[src/rtl/srio_reinit_arbiter_if.sv]
`default_nettype none
// ============================================================================
// Module   : srio_reinit_arbiter_if
// Brief    : Requester-side handshake bundle (req/grant/done/fail/status).
// Revision : 1.0 - initial release
// ============================================================================
interface srio_reinit_arbiter_if #(
    parameter int NUM_REQ = 4
);
    logic [NUM_REQ-1:0] req;
    logic [NUM_REQ-1:0] grant;
    logic               done;
    logic               fail;
    logic               busy;
    logic [2:0]         attempt;

    modport master (
        input  req,
        output grant, done, fail, busy, attempt
    );

    modport slave (
        output req,
        input  grant, done, fail, busy, attempt
    );
endinterface
`default_nettype wire

[src/rtl/srio_reinit_arbiter.sv]
`default_nettype none
// ============================================================================
// Module   : srio_reinit_arbiter
// Brief    : Round-robin arbiter sequencing SRIO force_reinit with bounded
//            timeouts and retries. Optional idle watchdog: SRIO_REINIT_WATCHDOG_EN.
// Revision : 1.0 - initial release
// ============================================================================
module srio_reinit_arbiter #(
    parameter int NUM_REQ   = 4,
    parameter int TIMEOUT_W = 16,
    parameter int MAX_RETRY = 3,
    parameter int HOLDOFF   = 16
) (
    input  wire logic                 log_clk,
    input  wire logic                 log_rst_n,
    srio_reinit_arbiter_if.master     req_bus,
    input  wire logic [TIMEOUT_W-1:0] timeout_val,
    input  wire logic                 port_initialized,
    output logic                      force_reinit,
    output logic                      wdog_fire
);

    localparam int c_ptr_w  = (NUM_REQ > 1) ? $clog2(NUM_REQ) : 1;
    localparam int c_sum_w  = c_ptr_w + 1;
    localparam int c_hold_w = (HOLDOFF > 1) ? $clog2(HOLDOFF) : 1;

    localparam logic [c_sum_w-1:0]   c_num_req   = c_sum_w'(NUM_REQ);
    localparam logic [c_ptr_w-1:0]   c_last_idx  = c_ptr_w'(NUM_REQ - 1);
    localparam logic [c_hold_w-1:0]  c_hold_last = c_hold_w'(HOLDOFF - 1);
    localparam logic [2:0]           c_max_retry = 3'(MAX_RETRY);
    localparam logic [TIMEOUT_W-1:0] c_timer_max = '1;

    typedef enum logic [1:0] {
        ST_IDLE    = 2'd0,
        ST_ASSERT  = 2'd1,
        ST_WAIT_UP = 2'd2,
        ST_HOLD    = 2'd3
    } state_t;

    state_t               r_state,    w_state_nxt;
    logic [NUM_REQ-1:0]   r_grant,    w_grant_nxt;
    logic [2:0]           r_attempt,  w_attempt_nxt;
    logic [TIMEOUT_W-1:0] r_timer,    w_timer_nxt;
    logic [c_hold_w-1:0]  r_hold_cnt, w_hold_nxt;
    logic [c_ptr_w-1:0]   r_rr_ptr,   w_ptr_nxt;
    logic                 r_done,     w_done_nxt;
    logic                 r_fail,     w_fail_nxt;
    logic                 w_retry;

    // ------------------------------------------------------------------
    // Round-robin pick: rotate so the search starts at r_rr_ptr
    // ------------------------------------------------------------------
    logic [2*NUM_REQ-1:0] w_req_dbl;
    logic [NUM_REQ-1:0]   w_req_rot;
    logic [c_ptr_w-1:0]   w_rr_off;
    logic [c_sum_w-1:0]   w_rr_sum;
    logic [c_ptr_w-1:0]   w_rr_win;
    logic [c_ptr_w-1:0]   w_rr_nxt;
    logic [NUM_REQ-1:0]   w_rr_onehot;

    assign w_req_dbl = {req_bus.req, req_bus.req};
    assign w_req_rot = NUM_REQ'(w_req_dbl >> r_rr_ptr);

    always_comb begin
        w_rr_off = '0;
        for (int k = NUM_REQ - 1; k >= 0; k--) begin
            if (w_req_rot[k]) begin
                w_rr_off = c_ptr_w'(k);
            end
        end
    end

    assign w_rr_sum    = c_sum_w'(r_rr_ptr) + c_sum_w'(w_rr_off);
    assign w_rr_win    = (w_rr_sum >= c_num_req) ? c_ptr_w'(w_rr_sum - c_num_req)
                                                 : c_ptr_w'(w_rr_sum);
    assign w_rr_nxt    = (w_rr_win == c_last_idx) ? '0 : w_rr_win + c_ptr_w'(1);
    assign w_rr_onehot = NUM_REQ'(1) << w_rr_win;

    // ------------------------------------------------------------------
    // Phase timer helpers
    // ------------------------------------------------------------------
    logic                 w_timeout;
    logic [TIMEOUT_W-1:0] w_timer_inc;

    assign w_timeout   = (timeout_val != '0) && (r_timer == timeout_val);
    assign w_timer_inc = (r_timer == c_timer_max) ? r_timer : r_timer + TIMEOUT_W'(1);

    // ------------------------------------------------------------------
    // Idle watchdog
    // ------------------------------------------------------------------
    logic w_wdog_trip;

`ifdef SRIO_REINIT_WATCHDOG_EN
    localparam logic [TIMEOUT_W-1:0] c_wdog_last = c_timer_max - TIMEOUT_W'(1);

    logic [TIMEOUT_W-1:0] r_wdog_cnt;
    logic [TIMEOUT_W-1:0] w_wdog_cnt_nxt;
    logic                 r_wdog_fire;
    logic                 w_wdog_arm;

    assign w_wdog_arm  = (r_state == ST_IDLE) && !(|req_bus.req) && !port_initialized;
    assign w_wdog_trip = w_wdog_arm && (r_wdog_cnt == c_wdog_last);

    always_comb begin
        w_wdog_cnt_nxt = '0;
        if (w_wdog_arm && !w_wdog_trip) begin
            w_wdog_cnt_nxt = r_wdog_cnt + TIMEOUT_W'(1);
        end
    end

    always_ff @(posedge log_clk or negedge log_rst_n) begin
        if (!log_rst_n) begin
            r_wdog_cnt  <= '0;
            r_wdog_fire <= 1'b0;
        end else begin
            r_wdog_cnt  <= w_wdog_cnt_nxt;
            r_wdog_fire <= w_wdog_trip;
        end
    end

    assign wdog_fire = r_wdog_fire;
`else
    assign w_wdog_trip = 1'b0;
    assign wdog_fire   = 1'b0;
`endif

    // ------------------------------------------------------------------
    // Service FSM: next-state and next register values
    // ------------------------------------------------------------------
    always_comb begin
        w_state_nxt   = r_state;
        w_grant_nxt   = r_grant;
        w_attempt_nxt = r_attempt;
        w_timer_nxt   = '0;
        w_hold_nxt    = '0;
        w_ptr_nxt     = r_rr_ptr;
        w_done_nxt    = 1'b0;
        w_fail_nxt    = 1'b0;
        w_retry       = 1'b0;

        case (r_state)
            ST_IDLE: begin
                w_attempt_nxt = '0;
                if (|req_bus.req) begin
                    w_grant_nxt   = w_rr_onehot;
                    w_attempt_nxt = 3'd1;
                    w_ptr_nxt     = w_rr_nxt;
                    w_state_nxt   = ST_ASSERT;
                end else if (w_wdog_trip) begin
                    // Watchdog service runs ungranted and leaves the pointer alone
                    w_grant_nxt   = '0;
                    w_attempt_nxt = 3'd1;
                    w_state_nxt   = ST_ASSERT;
                end
            end
            ST_ASSERT: begin
                if (!port_initialized) begin
                    w_state_nxt = ST_WAIT_UP;
                end else if (w_timeout) begin
                    w_retry = 1'b1;
                end else begin
                    w_timer_nxt = w_timer_inc;
                end
            end
            ST_WAIT_UP: begin
                // Port event is checked first so it beats a coincident timeout
                if (port_initialized) begin
                    w_done_nxt  = 1'b1;
                    w_state_nxt = ST_HOLD;
                end else if (w_timeout) begin
                    w_retry = 1'b1;
                end else begin
                    w_timer_nxt = w_timer_inc;
                end
            end
            ST_HOLD: begin
                w_grant_nxt = '0;
                if (r_hold_cnt == c_hold_last) begin
                    w_attempt_nxt = '0;
                    w_state_nxt   = ST_IDLE;
                end else begin
                    w_hold_nxt = r_hold_cnt + c_hold_w'(1);
                end
            end
            default: begin
                w_state_nxt = ST_IDLE;
            end
        endcase

        if (w_retry) begin
            if (r_attempt < c_max_retry) begin
                w_attempt_nxt = r_attempt + 3'd1;
                w_state_nxt   = ST_ASSERT;
            end else begin
                w_fail_nxt  = 1'b1;
                w_state_nxt = ST_HOLD;
            end
        end
    end

    always_ff @(posedge log_clk or negedge log_rst_n) begin
        if (!log_rst_n) begin
            r_state    <= ST_IDLE;
            r_grant    <= '0;
            r_attempt  <= '0;
            r_timer    <= '0;
            r_hold_cnt <= '0;
            r_rr_ptr   <= '0;
            r_done     <= 1'b0;
            r_fail     <= 1'b0;
        end else begin
            r_state    <= w_state_nxt;
            r_grant    <= w_grant_nxt;
            r_attempt  <= w_attempt_nxt;
            r_timer    <= w_timer_nxt;
            r_hold_cnt <= w_hold_nxt;
            r_rr_ptr   <= w_ptr_nxt;
            r_done     <= w_done_nxt;
            r_fail     <= w_fail_nxt;
        end
    end

    assign force_reinit    = (r_state == ST_ASSERT);
    assign req_bus.busy    = (r_state != ST_IDLE);
    assign req_bus.grant   = r_grant;
    assign req_bus.attempt = r_attempt;
    assign req_bus.done    = r_done;
    assign req_bus.fail    = r_fail;

endmodule
`default_nettype wire

[src/flat_wrapper.sv]
// flat-port wrapper written by rule: the top's interface ports become plain ports
module srio_reinit_arbiter_flat 
#(
    parameter int NUM_REQ   = 4,
    parameter int TIMEOUT_W = 16,
    parameter int MAX_RETRY = 3,
    parameter int HOLDOFF   = 16
)
  (log_clk, log_rst_n, timeout_val, port_initialized, force_reinit, wdog_fire, req_bus_req, req_bus_grant, req_bus_done, req_bus_fail, req_bus_busy, req_bus_attempt);
  srio_reinit_arbiter_if #(.NUM_REQ(NUM_REQ)) req_bus_i ();
  input  wire logic log_clk;
  input  wire logic log_rst_n;
  input  wire logic [TIMEOUT_W-1:0] timeout_val;
  input  wire logic port_initialized;
  output logic force_reinit;
  output logic wdog_fire;
  input wire logic [$bits(req_bus_i.req)-1:0] req_bus_req;
  output wire logic [$bits(req_bus_i.grant)-1:0] req_bus_grant;
  output wire logic [$bits(req_bus_i.done)-1:0] req_bus_done;
  output wire logic [$bits(req_bus_i.fail)-1:0] req_bus_fail;
  output wire logic [$bits(req_bus_i.busy)-1:0] req_bus_busy;
  output wire logic [$bits(req_bus_i.attempt)-1:0] req_bus_attempt;
  assign req_bus_i.req = req_bus_req;
  assign req_bus_grant = req_bus_i.grant;
  assign req_bus_done = req_bus_i.done;
  assign req_bus_fail = req_bus_i.fail;
  assign req_bus_busy = req_bus_i.busy;
  assign req_bus_attempt = req_bus_i.attempt;
  srio_reinit_arbiter #(.NUM_REQ(NUM_REQ), .TIMEOUT_W(TIMEOUT_W), .MAX_RETRY(MAX_RETRY), .HOLDOFF(HOLDOFF)) u_core (.log_clk(log_clk), .log_rst_n(log_rst_n), .req_bus(req_bus_i), .timeout_val(timeout_val), .port_initialized(port_initialized), .force_reinit(force_reinit), .wdog_fire(wdog_fire));
endmodule
[config.mk]
export PLATFORM = sky130hd
export DESIGN_NAME = srio_reinit_arbiter_flat
export DESIGN_NICKNAME = d
export VERILOG_FILES = /design/src/rtl/srio_reinit_arbiter_if.sv /design/src/rtl/srio_reinit_arbiter.sv /design/src/flat_wrapper.sv
export SDC_FILE = /design/constraint.sdc
export NUM_CORES = 1
export LEC_CHECK = 0
export CAP_MARGIN = 15
export CELL_PAD_IN_SITES_DETAIL_PLACEMENT = 1
export CELL_PAD_IN_SITES_GLOBAL_PLACEMENT = 2
export CORE_ASPECT_RATIO = 2
export CORE_MARGIN = 4
export CORE_UTILIZATION = 25
export DETAILED_ROUTE_END_ITERATION = 16
export PLACE_DENSITY = 0.7
export SYNTH_ARGS = -nofsm -noshare
export SYNTH_HDL_FRONTEND = slang
export SYNTH_SLANG_ARGS = --single-unit
[constraint.sdc]
create_clock -name log_clk -period 2.24 [get_ports log_clk]
set_input_delay 0.672 -clock log_clk [delete_from_list [all_inputs] [get_ports log_clk]]
set_output_delay 0.672 -clock log_clk [all_outputs]
set_load 0.005 [all_outputs]
# [Yosys cells after proc, flatten, opt, wreduce, memory -nomap -nowiden]
# Index checks and enable logic that the tools add are counted.
[totals] wordCells=74 regBits=33
[classes] add_sub_neg=6 shift=2 mux=35 n_eq_ne=12 n_reduce_logical=9 magnitude_cmp=2
[op_table] cell="16-bit two-way mux" n=4
[op_table] cell="16-bit case mux with 2 select lines" n=1
[op_table] cell="2-bit two-way mux" n=12
[op_table] cell="16-bit by 1-bit adder with 16-bit output (second input constant)" n=1
[op_table] cell="16-bit == test" n=1
[op_table] cell="16-bit == test (second input constant)" n=1
[op_table] cell="16-bit nonzero test" n=1
[op_table] cell="4-bit two-way mux" n=3
[op_table] cell="3-bit two-way mux" n=3
[op_table] cell="1-bit two-way mux" n=8
[op_table] cell="2-bit case mux with 4 select lines" n=1
[op_table] cell="4-bit case mux with 2 select lines" n=1
[op_table] cell="8-bit by 2-bit right shift with 4-bit output" n=1
[op_table] cell="2-bit == test (second input constant)" n=3
[op_table] cell="3-bit by 1-bit != test with 1-bit output (second input constant)" n=2
[op_table] cell="3-bit by 2-bit != test with 1-bit output (second input constant)" n=2
[op_table] cell="3-bit case mux with 2 select lines" n=1
[op_table] cell="4-bit by 1-bit adder with 4-bit output (second input constant)" n=1
[op_table] cell="4-bit == test (second input constant)" n=1
[op_table] cell="2-bit AND reduction" n=2
[op_table] cell="4-bit AND reduction" n=1
[op_table] cell="2-bit nonzero test" n=2
[op_table] cell="4-bit OR reduction" n=1
[op_table] cell="1-bit by 2-bit left shift with 4-bit output (first input constant)" n=1
[op_table] cell="other kinds (11)" n=11

# [Logic depth before layout (Yosys ltp)]
# Gate-level depths: netlist (run 1).
[depth] ltp_word=11 mapped_depth=10 mapped_depth_nobuf=10

# [Worst setup path after synthesis (run 1)]
# Ideal clock, no wire load.
[synth_path] path_kind="in2reg" start="in req_bus_req[1]" end="reg u_core.r_grant[0] (netlist: u_core.req_bus.grant[0])" setup_ns=0.129 setup_slack_ns=0.194 arrival_time_ns=1.917 path_stages=10 required_ns=2.111 n_path_buf=0 cell_sequence="inv_1 -> o21ai_0 -> a21oi_1 -> o21ai_0 -> o21ai_0 -> ha_1 -> inv_1 -> ha_1 -> a22oi_1 -> o21ai_0"
[synth_between] elab_chain_len=11 elab_cells_between_ends=15
[synth_lines] item="from (decl)" line="flat_wrapper.sv:17" rtl="input wire logic [$bits(req_bus_i.req)-1:0] req_bus_req;"
[synth_lines] item="8-bit by 2-bit right shift with 4-bit output" line="srio_reinit_arbiter.sv:62" rtl="assign w_req_rot = NUM_REQ'(w_req_dbl >> r_rr_ptr);"
[synth_lines] item="2-bit two-way mux (4 in a row)" line="srio_reinit_arbiter.sv:67" rtl="if (w_req_rot[k]) begin"
[synth_lines] item="2-bit by 2-bit adder with 3-bit output" line="srio_reinit_arbiter.sv:73" rtl="assign w_rr_sum = c_sum_w'(r_rr_ptr) + c_sum_w'(w_rr_off);"
[synth_lines] item="3-bit >= comparator or 2-bit by 1-bit subtractor with 2-bit output (tied branches)" line="srio_reinit_arbiter.sv:74" rtl="assign w_rr_win = (w_rr_sum >= c_num_req) ? c_ptr_w'(w_rr_sum - c_num_req)"
[synth_lines] item="2-bit two-way mux" line="srio_reinit_arbiter.sv:74"
[synth_lines] item="1-bit by 2-bit left shift with 4-bit output" line="srio_reinit_arbiter.sv:77" rtl="assign w_rr_onehot = NUM_REQ'(1) << w_rr_win;"
[synth_lines] item="4-bit two-way mux" line="srio_reinit_arbiter.sv:144" rtl="if (|req_bus.req) begin"
[synth_lines] item="4-bit case mux with 2 select lines" line="srio_reinit_arbiter.sv:141" rtl="case (r_state)"
[synth_lines] item="to (signal assigned)" line="srio_reinit_arbiter.sv:213" rtl="r_grant <= w_grant_nxt;"
[synth_lines] item="to (decl)" line="srio_reinit_arbiter.sv:41" rtl="logic [NUM_REQ-1:0] r_grant, w_grant_nxt;"
# Parallel ways exist; a longest one is shown, timed or not. The select of a mux whose other input is x is not followed.
# A chain may end at the register's enable or synchronous reset.

# [Worst setup path in the final report (run 1)]
[layout_path] start="reg u_core.r_state[0]" end="out req_bus_busy"
[layout_between] elab_chain_len=1
[layout_lines] item="from (decl)" line="srio_reinit_arbiter.sv:40" rtl="state_t r_state, w_state_nxt;"
[layout_lines] item="from (signal assigned)" line="srio_reinit_arbiter.sv:212" rtl="r_state <= w_state_nxt;"
[layout_lines] item="2-bit nonzero test" line="srio_reinit_arbiter.sv:224" rtl="assign req_bus.busy = (r_state != ST_IDLE);"
[layout_lines] item="to (decl)" line="flat_wrapper.sv:21" rtl="output wire logic [$bits(req_bus_i.busy)-1:0] req_bus_busy;"
# No other way between the ends.

==> impl_metrics.toml, run 1 <==
[clocking]
clock-sinks = 33
clk_root_buffer_cell = "clkbuf_16"
clk_pin_slew_ns = 0.05
clockBufferDepth = 2
ctsHoldBuffers = 0
htree_levels = 2
cts_tree = "yes"
cts_made_buffers = 5
clk-insertion-delay-late_ns = 0.28

[route]
drt_iter0_markers = 42
firstDrtPassIters = 4
drc_errors = 0
wl_microns = 5719
postRouteAntennaNets = 0
top_layer = "met4"
dr_wl_met2_microns = 3427
wl_met3_microns = 178
avgViaCountPerCell = 4.892
wire_per_inst_microns = 14.74
vias = 1898
wl_met1_microns = 1973

[yosys]
yosysUniqueCellTypes = 43
syn_nets = 267
yosys_register_bits = 33
synth-edff-count = 0
yosysWarnings = 0
avgSynthCellArea_sq_um = 9.295
ys_async_sr_fraction_pct = 100.0
synth_area_sq_um = 2147
yosysSeqAreaShare_pct = 38.46
syn_inst = 231
synth_flop_cell = "dfrtp_1"

[worst_setup_path]
cp-end-kind = "primary output"
cp.arrival_ns = 1.47
path_cells = "inv_1 -> ha_2 -> inv_1 -> clkdlybuf4s50_1"
cp_common_cell = "inv_1"
worstSetupPathType = "reg2out"
required_ns = 1.57
path_delay_family = "buffers and inverters"
startpoint_type = "register"
cp_max_fo = 3
cpPeakStageDelay_ns = 0.50
worst-path-buf-inv = 3
critPathSlowestCell = "clkdlybuf4s50_1"

[layout]
layout.cells.most_common = "dfrtp_1"
final_nets = 325
final_cells = 388
layout-drive-gt1-share_pct = 17.93
post-route-util_pct = 34.99
n_fill_cell = 972
multi_input_area_sq_um = 1280
postLayoutCellArea_sq_um = 2922
final_cell_mix = "33 x dfrtp_1, 29 x clkdlybuf4s50_1, 24 x buf_4, 22 x nor2_1"
n_antenna_cell = 0
seq_area_sq_um = 825.8
area_growth_pct = 36.07

[global_routing]
overflow = 0
grt_pass1_wl_microns = 9846
grt_max_degree = 34
grt_usage_pct = 12.38
grt_antenna_before_repair = 0
grt_pass1_vias = 2093

[timing]
period_needed_ns = 2.138
rsz0062_at_grt = "false"
hold_ws_ns = 0.4809
hold_violations = 0
period_share_pct = 95.44
setup_viol = 0
clock.fmax_mhz = 467.7
tns_ns = 0
slew_violations = 0
setup_ws_ns = 0.1021
skew_ns = 0.005228

[power_and_ir_drop]
seq_power_share_pct = 31.6
power_density_nw_per_um2 = 880.7
irDropWorstVdd_v = 0.0003384
power_switching_mw = 0.9055
switching_share_pct = 35.19
p_clk_share_pct = 25.6
p_leak_nw = 1.251
p_comb_share_pct = 42.8
p_int_mw = 1.668
power_mw = 2.573

[die]
start_util_pct = 25.71
die-width_microns = 73.53
die_area_sq_um = 10230
num_rows = 47
die_h_microns = 139.1
ios = 35
coreArea_sq_um = 8351

[worst_hold_path]
hold_path.class = "reg2reg"

[placed_design]
place_inst = 378
dp_hpwl_microns = 4631
io_buffers = 33
place_ws_ns = -0.5201
place.gp.congestion = 0.7765
dpl_cell_area_sq_um = 2728

[outcome]
status = "completed"

[job]
cap_violations = 0
## worst register-to-register path, cell delays in order, from the launching register on
cell,delay (ns)
dfrtp_1,0.48
nand2_1,0.13
a21oi_2,0.14
nor2_1,0.06
a21oi_2,0.10
o21ai_1,0.08
ha_2,0.37
inv_2,0.05
ha_1,0.18
a22oi_1,0.15
o21ai_1,0.09
## power by group through the flow
stage,Clock [mW],Combinational (mW),Sequential [mW]
floorplan,0,0.614,0.807
global placement,0,1.01,0.833
detailed placement,0,1.03,0.836
CTS,0.685,1.13,0.817
global route,0.710,1.26,0.836
finish,0.659,1.10,0.813
## flip-flops by register name, indices dropped and copies added (netlist names)
signal / cells
u_core.req_bus.grant: 4
u_core.r_state: 2
u_core.req_bus.done: 1
u_core.r_timer: 16
u_core.r_rr_ptr: 2
u_core.req_bus.attempt: 3
u_core.req_bus.fail: 1
u_core.r_hold_cnt: 4
## synthesized netlist by cell type (3+ instances only)
master | number | area, sq um
a31oi_1 | 3 | 18.77
and2_1 | 4 | 25.02
nor2b_1 | 3 | 18.77
nand3_1 | 10 | 50.05
a22oi_1 | 4 | 30.03
o21ai_0 | 8 | 40.04
nor2_1 | 22 | 82.58
a21oi_1 | 11 | 55.05
mux2i_1 | 3 | 30.03
nand2_1 | 19 | 71.32
nor3_1 | 6 | 30.03
nand4_1 | 6 | 37.54
xor2_1 | 12 | 105.1
buf_2 | 3 | 15.01
nor4_1 | 8 | 50.05
inv_1 | 11 | 41.29
xnor2_1 | 20 | 175.2
dfrtp_1 | 33 | 825.8
ha_1 | 13 | 162.7
## cell families after synthesis
group	count (synthesis)	share of synthesized area, %
simple gates	89	21.85
compound gates	42	13.46
flops	33	38.46
xor+xnor	32	13.05
buf+inv	18	4.020
fa+ha+maj	13	7.576
mux	3	1.399
other cells	1	0.1747
## cell type report
class,instances,area share [%]
repair buffers,58,17.56
inverters,11,1.413
flip-flops and latches,33,28.27
multi-input cells,180,43.81
clock buffers,6,4.411
well taps,98,4.197
clock inverters,2,0.3426
## per-layer routing
| metal | vias up | track usage [%] |
|---|---|---|
| met3 | 9 | 1.597 |
| met2 | 40 | 24.11 |
| li1 | 921 | - |
| met1 | 928 | 11.88 |
| met5 | - | 0 |
| met4 | 0 | 5.922 |
## timing repair
| item | 4_1_cts | 5_1_grt |
|---|---|---|
| buffers inserted | 2 | 0 |
| gates resized for setup | 21 | 4 |
| pin swaps | 8 | 0 |
| endpoints found under the hold margin | 0 | 0 |
| endpoints found under the setup margin | 7 | 8 |
## path summary, 6_finish.rpt
kind | start | to | slack [ns] | cells past startpoint
max in group asynchronous | log_rst_n | u_core.r_timer[7] | 1.12 | 2
hold reg to reg | u_core.r_hold_cnt[0] | u_core.r_hold_cnt[0] | 0.48 | 1
hold / removal | u_core.r_hold_cnt[0] | u_core.r_hold_cnt[0] | 0.48 | 1
setup / recovery | u_core.r_state[0] | req_bus_busy | 0.10 | 4
setup reg to reg | u_core.r_rr_ptr[1] | u_core.req_bus.grant[0] | 0.29 | 10
min in group asynchronous | log_rst_n | u_core.r_timer[5] | 0.80 | 2
Note: power is estimated with default switching activity, not from simulation.
==> run 2: changes to the inputs <==
HOLD_SLACK_MARGIN = 0.05   (was not set)
==> results of run 2 <==
No change in the layout: final DEF, timing and power equal those of run 1.
==> run 3: changes to the inputs <==
CORE_MARGIN = 2   (was 4)
==> run 3 against run 2 <==
Against the previous run: highest routed layer unchanged; global-route usage up 1.7 points; routed wire length is 3.7% higher; register-to-register slack lost 0.07 ns; first-iteration DRC count decreased by 4.8%; critical path depth stayed put; cell count unchanged; sequential cell count did not move.
==> impl_metrics.toml, run 3 (synthesis results as in run 1) <==
[worst_setup_path]
path_cells = "inv_1 -> ha_4 -> inv_1 -> clkdlybuf4s50_1"
critPathSlowestCell = "clkdlybuf4s50_1"
timing.rr.start = "u_core.r_timer[0]"
required_ns = 1.57
worstSetupPathType = "reg2out"
worstRegToRegCells = 7
cp-end-kind = "primary output"
cp_max_fo = 4
cp_common_cell = "inv_1"
cp.arrival_ns = 1.49
startpoint_type = "register"
cpPeakStageDelay_ns = 0.50
startpoint = "u_core.r_state[0]"

[global_routing]
grt_antenna_before_repair = 0
overflow = 0
grt_pass1_vias = 2114
grt_usage_pct = 14.06
grt_pass1_wl_microns = 10250
grt_max_degree = 34

[clocking]
cts_tree = "yes"
cts_made_buffers = 5
clk_root_buffer_cell = "clkbuf_16"
clock-sinks = 33
htree_levels = 2
ctsHoldBuffers = 0
clk-insertion-delay-late_ns = 0.28
clockBufferDepth = 2
clk_pin_slew_ns = 0.05

[timing]
clock.fmax_mhz = 462.6
rsz0062_at_grt = "true"
slew_violations = 0
hold_ws_ns = 0.4800
skew_ns = 0.004756
period_needed_ns = 2.162
hold_violations = 0
period_share_pct = 96.51
setup_viol = 0

[placed_design]
place.gp.congestion = 0.8185
io_buffers = 33
place_inst = 377
dp_hpwl_microns = 4676

[layout]
area_growth_pct = 37.30
layout-drive-gt1-share_pct = 19.31
n_antenna_cell = 0
seq_area_sq_um = 825.8
largest_reg_flops = 16
final_cells = 388
regMostFlops = "u_core.r_timer"
layout.cells.most_common = "dfrtp_1"
multi_input_area_sq_um = 1303
n_fill_cell = 970
final_nets = 325
final_cell_mix = "33 x dfrtp_1, 29 x clkdlybuf4s50_1, 24 x buf_4, 22 x nor2_1"

[die]
num_rows = 47
die_area_sq_um = 9391
ios = 35
die-width_microns = 69.53
start_util_pct = 25.89
coreArea_sq_um = 8292
die_h_microns = 135.1

[job]
cap_violations = 0

[route]
avgViaCountPerCell = 4.869
vias = 1889
firstDrtPassIters = 4
drt_iter0_markers = 40
wl_microns = 5932
postRouteAntennaNets = 0
drc_errors = 0
wire_per_inst_microns = 15.29

[worst_hold_path]
min_from = "u_core.r_hold_cnt[0]"
min_path_cells = 1
hold_path.class = "reg2reg"

[power_and_ir_drop]
irDropWorstVdd_v = 0.0003879
power_density_nw_per_um2 = 904.9
p_leak_nw = 1.249

[outcome]
status = "completed"
run 3: layer usage:
metal	vias to the layer above	track usage (%)	wire length (microns)
li1	923	-	-
met1	915	12.52	1985
met2	40	28.95	3606
met3	11	2.313	148
met4	0	7.190	192
met5	-	0	0
run 3: metrics by stage:
| step | setup TNS [ns] | worst slack, ns | power [mW] | area [sq um] | utilization (%) |
|---|---|---|---|---|---|
| 6_report | 0 | 0.07818 | 2.668 | 2948 | 35.55 |
| 5_1_grt | -0.03819 | -0.03716 | 2.902 | 2948 | 35.55 |
| 4_1_cts | 0 | 0.03145 | 2.662 | 2913 | 35.13 |
| 3_5_place_dp | -5.995 | -0.5510 | 1.870 | 2720 | 32.81 |
| 3_3_place_gp | -5.287 | -0.4971 | 1.845 | 2720 | 32.81 |
| 2_1_floorplan | 0 | 0.1939 | 1.420 | 2147 | - |
run 3: final timing paths:
path | endpoint | slack, ns
setup / recovery | req_bus_busy | 0.08
max in group asynchronous | u_core.r_timer[9] | 1.12
hold / removal | u_core.r_hold_cnt[0] | 0.48
min in group asynchronous | u_core.r_timer[5] | 0.80
setup reg to reg | u_core.r_timer[0] | 0.22
hold reg to reg | u_core.r_hold_cnt[0] | 0.48
run 3: critical path: cells and delay by family, from the launching register on:
kind                     cells  cell delay, ns
buffers and inverters        3            0.67
flip-flops                   1            0.35
adder cells (fa/ha/maj)      1            0.19
run 3: where the power goes:
part,switching (mW),internal (mW)
combinational,0.583,0.596
clock,0.262,0.407
sequential,0.115,0.705
total,0.960,1.71
run 3: cell type report:
cell class,count,area share (%)
flip-flops and latches,33,28.01
inverters,11,1.401
clock buffers,5,4.244
well taps,98,4.160
repair buffers,58,17.40
multi-input cells,180,44.19
clock inverters,3,0.5942
run 3: timing repair:
action | CTS | global route
pin swaps | 5 | 2
endpoints found under the setup margin | 7 | 9
gates resized for setup | 20 | 9
setup buffers | 2 | 1
